### src/rtl/dmem_arbiter_if.sv
// ============================================================================
//  Module      : dmem_arbiter_if
//  Description : Bus bundle for the two-requester data-memory arbiter:
//                two request/response channels plus the memory-side port.
//  Revision    : 1.0 - initial release
// ============================================================================
`default_nettype none

interface dmem_arbiter_if;
   // requester 0 (CPU load/store path)
   logic        req0_valid;
   logic        req0_ready;
   logic [31:0] req0_addr;
   logic [31:0] req0_wdata;
   logic [3:0]  req0_we;
   logic        rsp0_valid;
   logic [31:0] rsp0_rdata;
   logic        rsp0_err;
   // requester 1 (DMA / debug master)
   logic        req1_valid;
   logic        req1_ready;
   logic [31:0] req1_addr;
   logic [31:0] req1_wdata;
   logic [3:0]  req1_we;
   logic        rsp1_valid;
   logic [31:0] rsp1_rdata;
   logic        rsp1_err;
   // data-memory port
   logic [31:0] mem_addr;
   logic [31:0] mem_wdata;
   logic [3:0]  mem_we;
   logic [31:0] mem_rdata;

   // arbiter side
   modport slave (
      input  req0_valid, req0_addr, req0_wdata, req0_we,
      input  req1_valid, req1_addr, req1_wdata, req1_we,
      input  mem_rdata,
      output req0_ready, rsp0_valid, rsp0_rdata, rsp0_err,
      output req1_ready, rsp1_valid, rsp1_rdata, rsp1_err,
      output mem_addr, mem_wdata, mem_we
   );

   // requesters + memory side
   modport master (
      output req0_valid, req0_addr, req0_wdata, req0_we,
      output req1_valid, req1_addr, req1_wdata, req1_we,
      output mem_rdata,
      input  req0_ready, rsp0_valid, rsp0_rdata, rsp0_err,
      input  req1_ready, rsp1_valid, rsp1_rdata, rsp1_err,
      input  mem_addr, mem_wdata, mem_we
   );
endinterface

`default_nettype wire

### src/rtl/dmem_arbiter.sv
// ============================================================================
//  Module      : dmem_arbiter
//  Description : Shares one data-memory port between two requesters.
//                Accept -> one-cycle memory issue -> one-cycle response pulse.
//                Out-of-range word addresses are blocked and flagged.
//  Revision    : 1.0 - initial release
// ============================================================================
`default_nettype none

module dmem_arbiter #(
   parameter int unsigned MEM_SIZE   = 128,
   parameter int unsigned FIXED_PRIO = 0
) (
   input  wire logic       clk,
   input  wire logic       rst,
   dmem_arbiter_if.slave   bus
);

   typedef enum logic [1:0] {
      S_IDLE  = 2'd0,
      S_ISSUE = 2'd1,
      S_RESP  = 2'd2
   } state_t;

   // 33-bit compare so an address near 0xFFFFFFFF cannot wrap into range
   localparam logic [32:0] C_LIMIT = 33'(MEM_SIZE);

   state_t      state_q;
   logic        last_grant_q;
   logic [31:0] addr_q;
   logic [31:0] wdata_q;
   logic [3:0]  we_q;
   logic        err_q;
   logic        id_q;
   logic [31:0] rdata_q;
   logic        rsp_err_q;
   logic        rsp0_valid_q;
   logic        rsp1_valid_q;
   logic [3:0]  mem_we_q;

   logic        can_accept;
   logic        grant1;
   logic        ready0;
   logic        ready1;
   logic        handshake;
   logic [31:0] addr_d;
   logic [31:0] wdata_d;
   logic [3:0]  we_d;
   logic        err_d;

   // Grant selection and muxing of the winning request into the capture path
   always_comb begin
      can_accept = (state_q != S_ISSUE) && !rst;
      // requester 1 wins when alone, or on a tie when round-robin says it is its turn
      grant1     = bus.req1_valid &&
                   (!bus.req0_valid || ((FIXED_PRIO == 0) && !last_grant_q));
      ready0     = can_accept && bus.req0_valid && !grant1;
      ready1     = can_accept && grant1;
      handshake  = ready0 || ready1;
      addr_d     = grant1 ? bus.req1_addr  : bus.req0_addr;
      wdata_d    = grant1 ? bus.req1_wdata : bus.req0_wdata;
      we_d       = grant1 ? bus.req1_we    : bus.req0_we;
      err_d      = (({1'b0, addr_d[31:2], 2'b00} + 33'd3) >= C_LIMIT);
   end

   // Sequencer FSM: capture on accept, issue for one cycle, then pulse the response
   always_ff @(posedge clk or posedge rst) begin
      if (rst) begin
         state_q      <= S_IDLE;
         last_grant_q <= 1'b1;
         addr_q       <= 32'd0;
         wdata_q      <= 32'd0;
         we_q         <= 4'd0;
         err_q        <= 1'b0;
         id_q         <= 1'b0;
         rdata_q      <= 32'd0;
         rsp_err_q    <= 1'b0;
         rsp0_valid_q <= 1'b0;
         rsp1_valid_q <= 1'b0;
         mem_we_q     <= 4'd0;
      end else begin
         rsp0_valid_q <= 1'b0;
         rsp1_valid_q <= 1'b0;
         mem_we_q     <= 4'd0;
         case (state_q)
            S_IDLE, S_RESP: begin
               if (handshake) begin
                  addr_q       <= addr_d;
                  wdata_q      <= wdata_d;
                  we_q         <= we_d;
                  err_q        <= err_d;
                  id_q         <= grant1;
                  last_grant_q <= grant1;
                  // blocked accesses never reach the memory write strobes
                  mem_we_q     <= err_d ? 4'd0 : we_d;
                  state_q      <= S_ISSUE;
               end else begin
                  state_q      <= S_IDLE;
               end
            end
            S_ISSUE: begin
               // memory reads combinationally, so a write returns the pre-write word
               rdata_q      <= err_q ? 32'd0 : bus.mem_rdata;
               rsp_err_q    <= err_q;
               rsp0_valid_q <= !id_q;
               rsp1_valid_q <= id_q;
               state_q      <= S_RESP;
            end
            default: state_q <= S_IDLE;
         endcase
      end
   end

   assign bus.req0_ready = ready0;
   assign bus.req1_ready = ready1;
   assign bus.rsp0_valid = rsp0_valid_q;
   assign bus.rsp1_valid = rsp1_valid_q;
   assign bus.rsp0_rdata = rdata_q;
   assign bus.rsp1_rdata = rdata_q;
   assign bus.rsp0_err   = rsp_err_q;
   assign bus.rsp1_err   = rsp_err_q;
   assign bus.mem_addr   = {addr_q[31:2], 2'b00};
   assign bus.mem_wdata  = wdata_q;
   assign bus.mem_we     = mem_we_q;

endmodule

`default_nettype wire

### src/flat_wrapper.sv
// flat-port wrapper written by rule: the top's interface ports become plain ports
module dmem_arbiter_flat 
#(
   parameter int unsigned MEM_SIZE   = 128,
   parameter int unsigned FIXED_PRIO = 0
)
  (clk, rst, bus_req0_valid, bus_req0_addr, bus_req0_wdata, bus_req0_we, bus_req1_valid, bus_req1_addr, bus_req1_wdata, bus_req1_we, bus_mem_rdata, bus_req0_ready, bus_rsp0_valid, bus_rsp0_rdata, bus_rsp0_err, bus_req1_ready, bus_rsp1_valid, bus_rsp1_rdata, bus_rsp1_err, bus_mem_addr, bus_mem_wdata, bus_mem_we);
  dmem_arbiter_if bus_i ();
  input  wire logic clk;
  input  wire logic rst;
  input wire logic [$bits(bus_i.req0_valid)-1:0] bus_req0_valid;
  input wire logic [$bits(bus_i.req0_addr)-1:0] bus_req0_addr;
  input wire logic [$bits(bus_i.req0_wdata)-1:0] bus_req0_wdata;
  input wire logic [$bits(bus_i.req0_we)-1:0] bus_req0_we;
  input wire logic [$bits(bus_i.req1_valid)-1:0] bus_req1_valid;
  input wire logic [$bits(bus_i.req1_addr)-1:0] bus_req1_addr;
  input wire logic [$bits(bus_i.req1_wdata)-1:0] bus_req1_wdata;
  input wire logic [$bits(bus_i.req1_we)-1:0] bus_req1_we;
  input wire logic [$bits(bus_i.mem_rdata)-1:0] bus_mem_rdata;
  output wire logic [$bits(bus_i.req0_ready)-1:0] bus_req0_ready;
  output wire logic [$bits(bus_i.rsp0_valid)-1:0] bus_rsp0_valid;
  output wire logic [$bits(bus_i.rsp0_rdata)-1:0] bus_rsp0_rdata;
  output wire logic [$bits(bus_i.rsp0_err)-1:0] bus_rsp0_err;
  output wire logic [$bits(bus_i.req1_ready)-1:0] bus_req1_ready;
  output wire logic [$bits(bus_i.rsp1_valid)-1:0] bus_rsp1_valid;
  output wire logic [$bits(bus_i.rsp1_rdata)-1:0] bus_rsp1_rdata;
  output wire logic [$bits(bus_i.rsp1_err)-1:0] bus_rsp1_err;
  output wire logic [$bits(bus_i.mem_addr)-1:0] bus_mem_addr;
  output wire logic [$bits(bus_i.mem_wdata)-1:0] bus_mem_wdata;
  output wire logic [$bits(bus_i.mem_we)-1:0] bus_mem_we;
  assign bus_i.req0_valid = bus_req0_valid;
  assign bus_i.req0_addr = bus_req0_addr;
  assign bus_i.req0_wdata = bus_req0_wdata;
  assign bus_i.req0_we = bus_req0_we;
  assign bus_i.req1_valid = bus_req1_valid;
  assign bus_i.req1_addr = bus_req1_addr;
  assign bus_i.req1_wdata = bus_req1_wdata;
  assign bus_i.req1_we = bus_req1_we;
  assign bus_i.mem_rdata = bus_mem_rdata;
  assign bus_req0_ready = bus_i.req0_ready;
  assign bus_rsp0_valid = bus_i.rsp0_valid;
  assign bus_rsp0_rdata = bus_i.rsp0_rdata;
  assign bus_rsp0_err = bus_i.rsp0_err;
  assign bus_req1_ready = bus_i.req1_ready;
  assign bus_rsp1_valid = bus_i.rsp1_valid;
  assign bus_rsp1_rdata = bus_i.rsp1_rdata;
  assign bus_rsp1_err = bus_i.rsp1_err;
  assign bus_mem_addr = bus_i.mem_addr;
  assign bus_mem_wdata = bus_i.mem_wdata;
  assign bus_mem_we = bus_i.mem_we;
  dmem_arbiter #(.MEM_SIZE(MEM_SIZE), .FIXED_PRIO(FIXED_PRIO)) u_core (.clk(clk), .rst(rst), .bus(bus_i));
endmodule
### config.mk
export PLATFORM = sky130hd
export DESIGN_NAME = dmem_arbiter_flat
export DESIGN_NICKNAME = d
export VERILOG_FILES = /design/src/rtl/dmem_arbiter_if.sv /design/src/rtl/dmem_arbiter.sv /design/src/flat_wrapper.sv
export SDC_FILE = /design/constraint.sdc
export NUM_CORES = 1
export LEC_CHECK = 0
export CAP_MARGIN = 40
export CORE_ASPECT_RATIO = 1.4
export CORE_MARGIN = 10
export CORE_UTILIZATION = 37
export CTS_CLUSTER_DIAMETER = 30
export DETAILED_ROUTE_END_ITERATION = 8
export GPL_TIMING_DRIVEN = 1
export PLACE_DENSITY = 0.8
export SKIP_LAST_GASP = 1
export SYNTH_ARGS = -nofsm -noshare
export SYNTH_HDL_FRONTEND = slang
export SYNTH_SLANG_ARGS = --single-unit
export TNS_END_PERCENT = 50
### constraint.sdc
create_clock -name clk -period 3.7 [get_ports clk]
set_clock_uncertainty 0.05 [all_clocks]
set_input_delay 0.37 -clock clk [delete_from_list [all_inputs] [get_ports clk]]
set_output_delay 0.37 -clock clk [all_outputs]
set_load 0.01 [all_outputs]
==> results.txt, run 1 <==
Largest stage delay, worst path -> 580 ps
Commonest non-fill, non-tap cell in the layout -> clkdlybuf4s50_1
Most frequent cells in the layout -> clkdlybuf4s50_1 (303), nand2_1 (161), dfrtp_1 (105)
Top post-synthesis cells by area -> dfrtp_1 (53%), nand2_1 (12%), a31oi_1 (7.7%), buf_4 (5.3%), nor2_1 (5.1%)
Final period utilization -> 0.709
CP Cell Sequence -> clkdlybuf4s50_1, a21bo_2, nor3_1, clkdlybuf4s50_1
Clock Sinks -> 106
Register area share after synthesis -> 0.535
Unrepaired setup endpoints after global routing -> no
Total Power -> 0.00323 W
F_max -> 0.381 GHz
Die Y -> 157 um
Pins Over Slew Limit -> 0
Clk buf depth -> 2
Crit start category -> primary input
Initial DRC Count -> 251
# IOs -> 310
Design Area, Final -> 8190 sq um
Initial antenna violation count -> 0
Arrival @ worst endpoint -> 2200 ps
GR Util met1 -> 0.205
Routability congestion estimate -> 0.801
GR peak layer -> met2
Met3 Usage GRT -> 0.0757
Layout filler cell count -> 1171
Synth area leader -> dfrtp_1
GRT Overall Usage -> 0.189
Cts repair resizes -> 0
Final HPWL DP -> 14000 um
Vias in the first global route -> 4999
Initial Util -> 0.374
Critical path required time -> 3280 ps
Hold Crit Endpoint -> u_core.bus.rsp0_valid$_DFF_PP0_
Clock-pin slew on the worst setup and hold paths -> 70 ps
IO buf count -> 303
Hold Vio Cnt, Final -> 0
Row cnt -> 50
Die area -> 18500 sq um
Ant diodes -> 0
Critical path's slowest cell -> clkdlybuf4s50_1
CP endpoint kind -> output port
CP Max Fanout -> 24
Pin count of the biggest net entering global routing -> 81
H-tree lvl count -> 3
R2R depth -> 5
Synth Warn # -> 0
Hold WC Path Type -> register to register
Met2 usage -> 0.333
Slew @ Worst Pin -> 801 ps
R2r endpoint -> u_core.bus.mem_we[0]$_DFF_PP0_
Slew HR -> 0.466
Synth Register Bits -> 106
Post-DR wirelength/cell -> 17.5 um
Peak supply drop -> 245 uV
Hold depth -> 1
Final Net Count -> 999
RR Startpoint -> u_core.last_grant_q$_DFFE_PP1P_
R2R Setup Slk -> 1270 ps
CTS Root Cell -> clkbuf_16
CTS Hold Bufs -> 0
Max-cap violations -> 0
Via-per-instance ratio -> 4.77
Setup CP Type -> primary input to output port
TritonCTS clock tree -> yes
Total Wirelength -> 17800 um
Status -> completed
Via count -> 4832
Skew-Pair Late Insertion Delay -> 340 ps
TritonCTS buffer count -> 9
Leak -> 3.31 nW
Synth Instances -> 578
Syn avg cell area -> 8.58 sq um
Fin crit period -> 2620 ps
Synth cell types -> 26
P&R area growth vs syn -> 65.2%
Post-CTS Setup Bufs -> 0
Setup TNS -> 0 ps
GRT overflow -> 0
Post-DP Area -> 7920 sq um
First-pass GRT wire length -> 28000 um
Drt drc -> 0
Post-synth top area share -> 0.530
P per Cell Area -> 394 nW/um^2
Core ar. -> 13300 sq um
Worst Hold Launch -> u_core.id_q$_DFFE_PP0P_
# setup viols final -> 0
Post-route ant nets -> 0
Most used cell, CP -> clkdlybuf4s50_1
Die width -> 118 um
1st-pass router iterations -> 4
Synthesized area -> 4960 sq um
Share of layout cells above drive strength 1 -> 0.0349
==> critical path, delay by kind of cell <==
kind,cells,cell delay (ps)
compound gates,1,440
buf+inv,2,1160
simple gates,1,230
==> cell usage after synthesis (all sizes together) <==
cell	number
and2	1
clkbuf	25
nor3	10
nand3	2
a21oi	2
o21ai	34
a2111o	1
conb	1
o22a	1
nor2b	1
mux2i	5
inv	3
dfstp	1
buf	48
nand4	3
a21bo	1
nand2	161
a31oi	61
a21boi	1
nor4	8
dfrtp	105
o21a	2
nor2	67
nand2b	34
==> how the worst max path moves through the flow <==
stage | from | slack [ps] | end
final | bus_req1_valid | 1080 | bus_req1_ready
after CTS | bus_req1_valid | 1060 | bus_req1_ready
after global routing | bus_req0_valid | 950 | u_core.bus.mem_we[0]$_DFF_PP0_
after floorplan | rst | 280 | bus_req0_ready
after global placement | bus_req0_valid | 850 | u_core.err_q$_DFFE_PP0P_
after detailed placement | bus_req0_valid | 800 | u_core.bus.mem_we[0]$_DFF_PP0_
==> registers in the layout (all words and copies together), names as in the netlist <==
name and cells:
u_core.bus.mem_wdata 32, u_core.addr_q 30, u_core.id_q 1, u_core.bus.rsp0_valid 1
u_core.state_q 2, u_core.bus.rsp0_err 1, u_core.bus.rsp1_valid 1, u_core.bus.mem_we 4
u_core.last_grant_q 1, u_core.err_q 1, u_core.bus.rsp0_rdata 32
==> report_power, final <==
part / internal [W] / switching [W] / leakage [nW]
sequential: 0.00131 / 0.0000825 / 1.29
clock: 0.000462 / 0.000449 / 0.133
combinational: 0.000512 / 0.000416 / 1.89
==> metrics by stage <==
stage / setup slack, ps / util / hold slack [ps] / cells
CTS: 1060 / 0.618 / 416 / 1014
global route: 954 / 0.618 / 441 / 1014
finish: 1080 / 0.618 / 410 / 1014
floorplan: 282 / - / 367 / 579
global placement: 845 / 0.595 / 385 / 997
detailed placement: 802 / 0.597 / 403 / 998
==> cells by family (layout without fill, tap and decap cells) <==
| logic type | count (synthesis) | count (layout) | share of synthesized area |
|---|---|---|---|
| AO/OA/AOI/OAI | 103 | 103 | 0.125 |
| AND/OR/NAND/NOR | 287 | 287 | 0.244 |
| multiplexers | 5 | 5 | 0.0101 |
| other | 1 | 2 | 0.000756 |
| buffers and inverters | 76 | 329 | 0.0855 |
| flip-flops | 106 | 106 | 0.535 |
==> final cells by class <==
class	instances	area (sq um)	share of cell area
repair buffers	310	3120	0.381
flip-flops and latches	106	2650	0.324
multi-input cells	397	1900	0.232
well taps	182	228	0.0278
clock buffers	9	225	0.0275
clock inverters	7	51.3	0.00626
inverters	3	13.8	0.00168
==> metal layers <==
layer  wire length, um  up-vias  part of all wire
met2              9140      217              0.51
met1              6760     2219              0.38
met4               328        0             0.018
li1                  -     2376                 -
met5                 0        -                 0
met3              1560       20             0.088
(Power assumes the default switching activity.)
==> run 2: changes to the inputs <==
==> constraint.sdc (replaced) <==
create_clock -name clk -period 2.46 [get_ports clk]
set_clock_uncertainty 0.05 [all_clocks]
set_input_delay 0.246 -clock clk [delete_from_list [all_inputs] [get_ports clk]]
set_output_delay 0.246 -clock clk [all_outputs]
set_load 0.01 [all_outputs]
==> results.txt, run 2 (synthesis gave the netlist of run 1 again) <==
Status -> completed (unchanged)
Post-CTS Setup Bufs -> 0 (unchanged)
Drt drc -> 0 (unchanged)
Clk buf depth -> 2 (unchanged)
Hold WC Path Type -> primary input to register (was register to register)
TritonCTS clock tree -> yes (unchanged)
Vias in the first global route -> 5048 (was 4999)
First-pass GRT wire length -> 28000 um (about the same)
Final period utilization -> 0.885
Peak supply drop -> 324 uV (was 245 uV)
Total Wirelength -> 17700 um (was 17800 um)
Skew-Pair Late Insertion Delay -> 330 ps (was 340 ps)
Utilization after layout -> 0.620 (was 0.618)
Die Y -> 157 um (unchanged)
1st-pass router iterations -> 6 (was 4)
Initial Util -> 0.374 (unchanged)
Pin count of the biggest net entering global routing -> 107 (was 81)
Initial DRC Count -> 232 (was 251)
Unrepaired setup endpoints after global routing -> no (unchanged)
# IOs -> 310 (unchanged)
Pins Over Slew Limit -> 0 (unchanged)
Max-cap violations -> 0 (unchanged)
Met2 usage -> 0.328 (was 0.333)
Leak -> 3.32 nW (was 3.31 nW)
Met3 Usage GRT -> 0.0670 (was 0.0757)
Slew @ Worst Pin -> 629 ps (was 801 ps)
H-tree lvl count -> 3 (unchanged)
Final Net Count -> 1005 (was 999)
IO buf count -> 303 (unchanged)
# setup viols final -> 0 (unchanged)
Fin crit period -> 2180 ps
Die area -> 18500 sq um (unchanged)
Post-route ant nets -> 0 (unchanged)
Ant diodes -> 0 (unchanged)
Most frequent cells in the layout -> clkdlybuf4s50_1 (303), nand2_1 (161), dfrtp_1 (105) (unchanged)
F_max -> 0.459 GHz
P&R area growth vs syn -> 65.7% (was 65.2%)
CP Max Fanout -> 6 (was 24)
Post-DR wirelength/cell -> 17.3 um (was 17.5 um)
Routability congestion estimate -> 0.822 (was 0.801)
Hold Vio Cnt, Final -> 0 (unchanged)
GRT overflow -> 0 (unchanged)
Final HPWL DP -> 14000 um (about the same)
Via-per-instance ratio -> 4.76 (was 4.77)
Via count -> 4858 (was 4832)
Die width -> 118 um (unchanged)
Clock Sinks -> 106 (unchanged)
Setup TNS -> 0 ps (unchanged)
Worst Hold Launch -> bus_req1_addr[3] (was u_core.id_q$_DFFE_PP0P_)
Core ar. -> 13300 sq um (unchanged)
Initial antenna violation count -> 0 (unchanged)
Crit start category -> primary input (unchanged)
Row cnt -> 50 (unchanged)
TritonCTS buffer count -> 9 (unchanged)
Slew HR -> 0.580 (was 0.466)
RR Startpoint -> u_core.last_grant_q$_DFFE_PP1P_ (unchanged)
GR Util met1 -> 0.210 (was 0.205)
Critical path required time -> 2160 ps (was 3280 ps)
Share of layout cells above drive strength 1 -> 0.0382 (was 0.0349)
Critical Path Start -> bus_req1_valid (unchanged)
GR peak layer -> met2 (unchanged)
Cts repair resizes -> 0 (unchanged)
GRT Overall Usage -> 0.189 (about the same)
CTS Root Cell -> clkbuf_16 (unchanged)
Clock-pin slew on the worst setup and hold paths -> 70 ps (about the same)
CP endpoint kind -> output port (unchanged)
CTS Hold Bufs -> 0 (unchanged)
Commonest non-fill, non-tap cell in the layout -> clkdlybuf4s50_1 (unchanged)
P per Cell Area -> 586 nW/um^2 (was 394 nW/um^2)
Arrival @ worst endpoint -> 1880 ps (was 2200 ps)
Setup CP Type -> primary input to output port (unchanged)
Layout filler cell count -> 1186 (was 1171)
[run 2: area by class of cell]
cell class	instances	area, sq um	area share
timing repair buffer	316	3160	0.384
sequential	106	2650	0.323
multi-input combinational	397	1900	0.232
clock buffer	12	236	0.0288
tap	182	228	0.0277
clock inverter	4	28.8	0.00350
inverter	3	15.0	0.00183
[run 2: metal layers]
| layer | vias to the layer above | wire, um |
|---|---|---|
| met4 | 0 | 443 |
| li1 | 2392 | - |
| met2 | 240 | 8880 |
| met1 | 2198 | 6770 |
| met5 | - | 0 |
| met3 | 28 | 1580 |
[run 2: through the flow]
stage	cell area, sq um	setup slack, ps	instances	hold slack [ps]	power, W
after floorplan	4970	12.7	579	329	0.00266
after global placement	7960	205	1004	388	0.00353
after detailed placement	7960	180	1004	398	0.00355
after CTS	8220	295	1020	396	0.00489
after global routing	8220	212	1020	411	0.00509
final	8220	283	1020	405	0.00482
[run 2: critical path: stages]
cell and delay (ps):
clkdlybuf4s50_1 560, a21bo_2 300, nor3_1 190, clkdlybuf4s50_1 590
[run 2: path summary, 6_finish.rpt]
check                           slack, ps  cells past startpoint                                    to
worst min register to register        400                      1       u_core.bus.rsp0_valid$_DFF_PP0_
min in group asynchronous             410                      3  u_core.bus.rsp0_rdata[4]$_DFFE_PP0P_
max in group asynchronous            1410                      3  u_core.bus.rsp0_rdata[5]$_DFFE_PP0P_
worst max-delay path                  280                      4                        bus_req1_ready
worst max register to register        560                      5              u_core.err_q$_DFFE_PP0P_
worst min-delay path                  400                      3          u_core.addr_q[3]$_DFFE_PP0P_
[run 2: report_power, final]
group	total (W)	internal, W	switching [W]
clock	0.00132	0.000689	0.000635
sequential	0.00208	0.00196	0.000120
combinational	0.00141	0.000781	0.000632
total	0.00482	0.00343	0.00139
==> run 3: changes to the inputs <==
--- a/config.mk
+++ b/config.mk
@@ -14,6 +14,7 @@
 export GPL_TIMING_DRIVEN = 1
 export PLACE_DENSITY = 0.8
 export SKIP_LAST_GASP = 1
+export SLEW_MARGIN = 10
 export SYNTH_ARGS = -nofsm -noshare
 export SYNTH_HDL_FRONTEND = slang
 export SYNTH_SLANG_ARGS = --single-unit
==> results of run 3 <==
No change in the layout: final DEF, timing and power equal those of run 2.
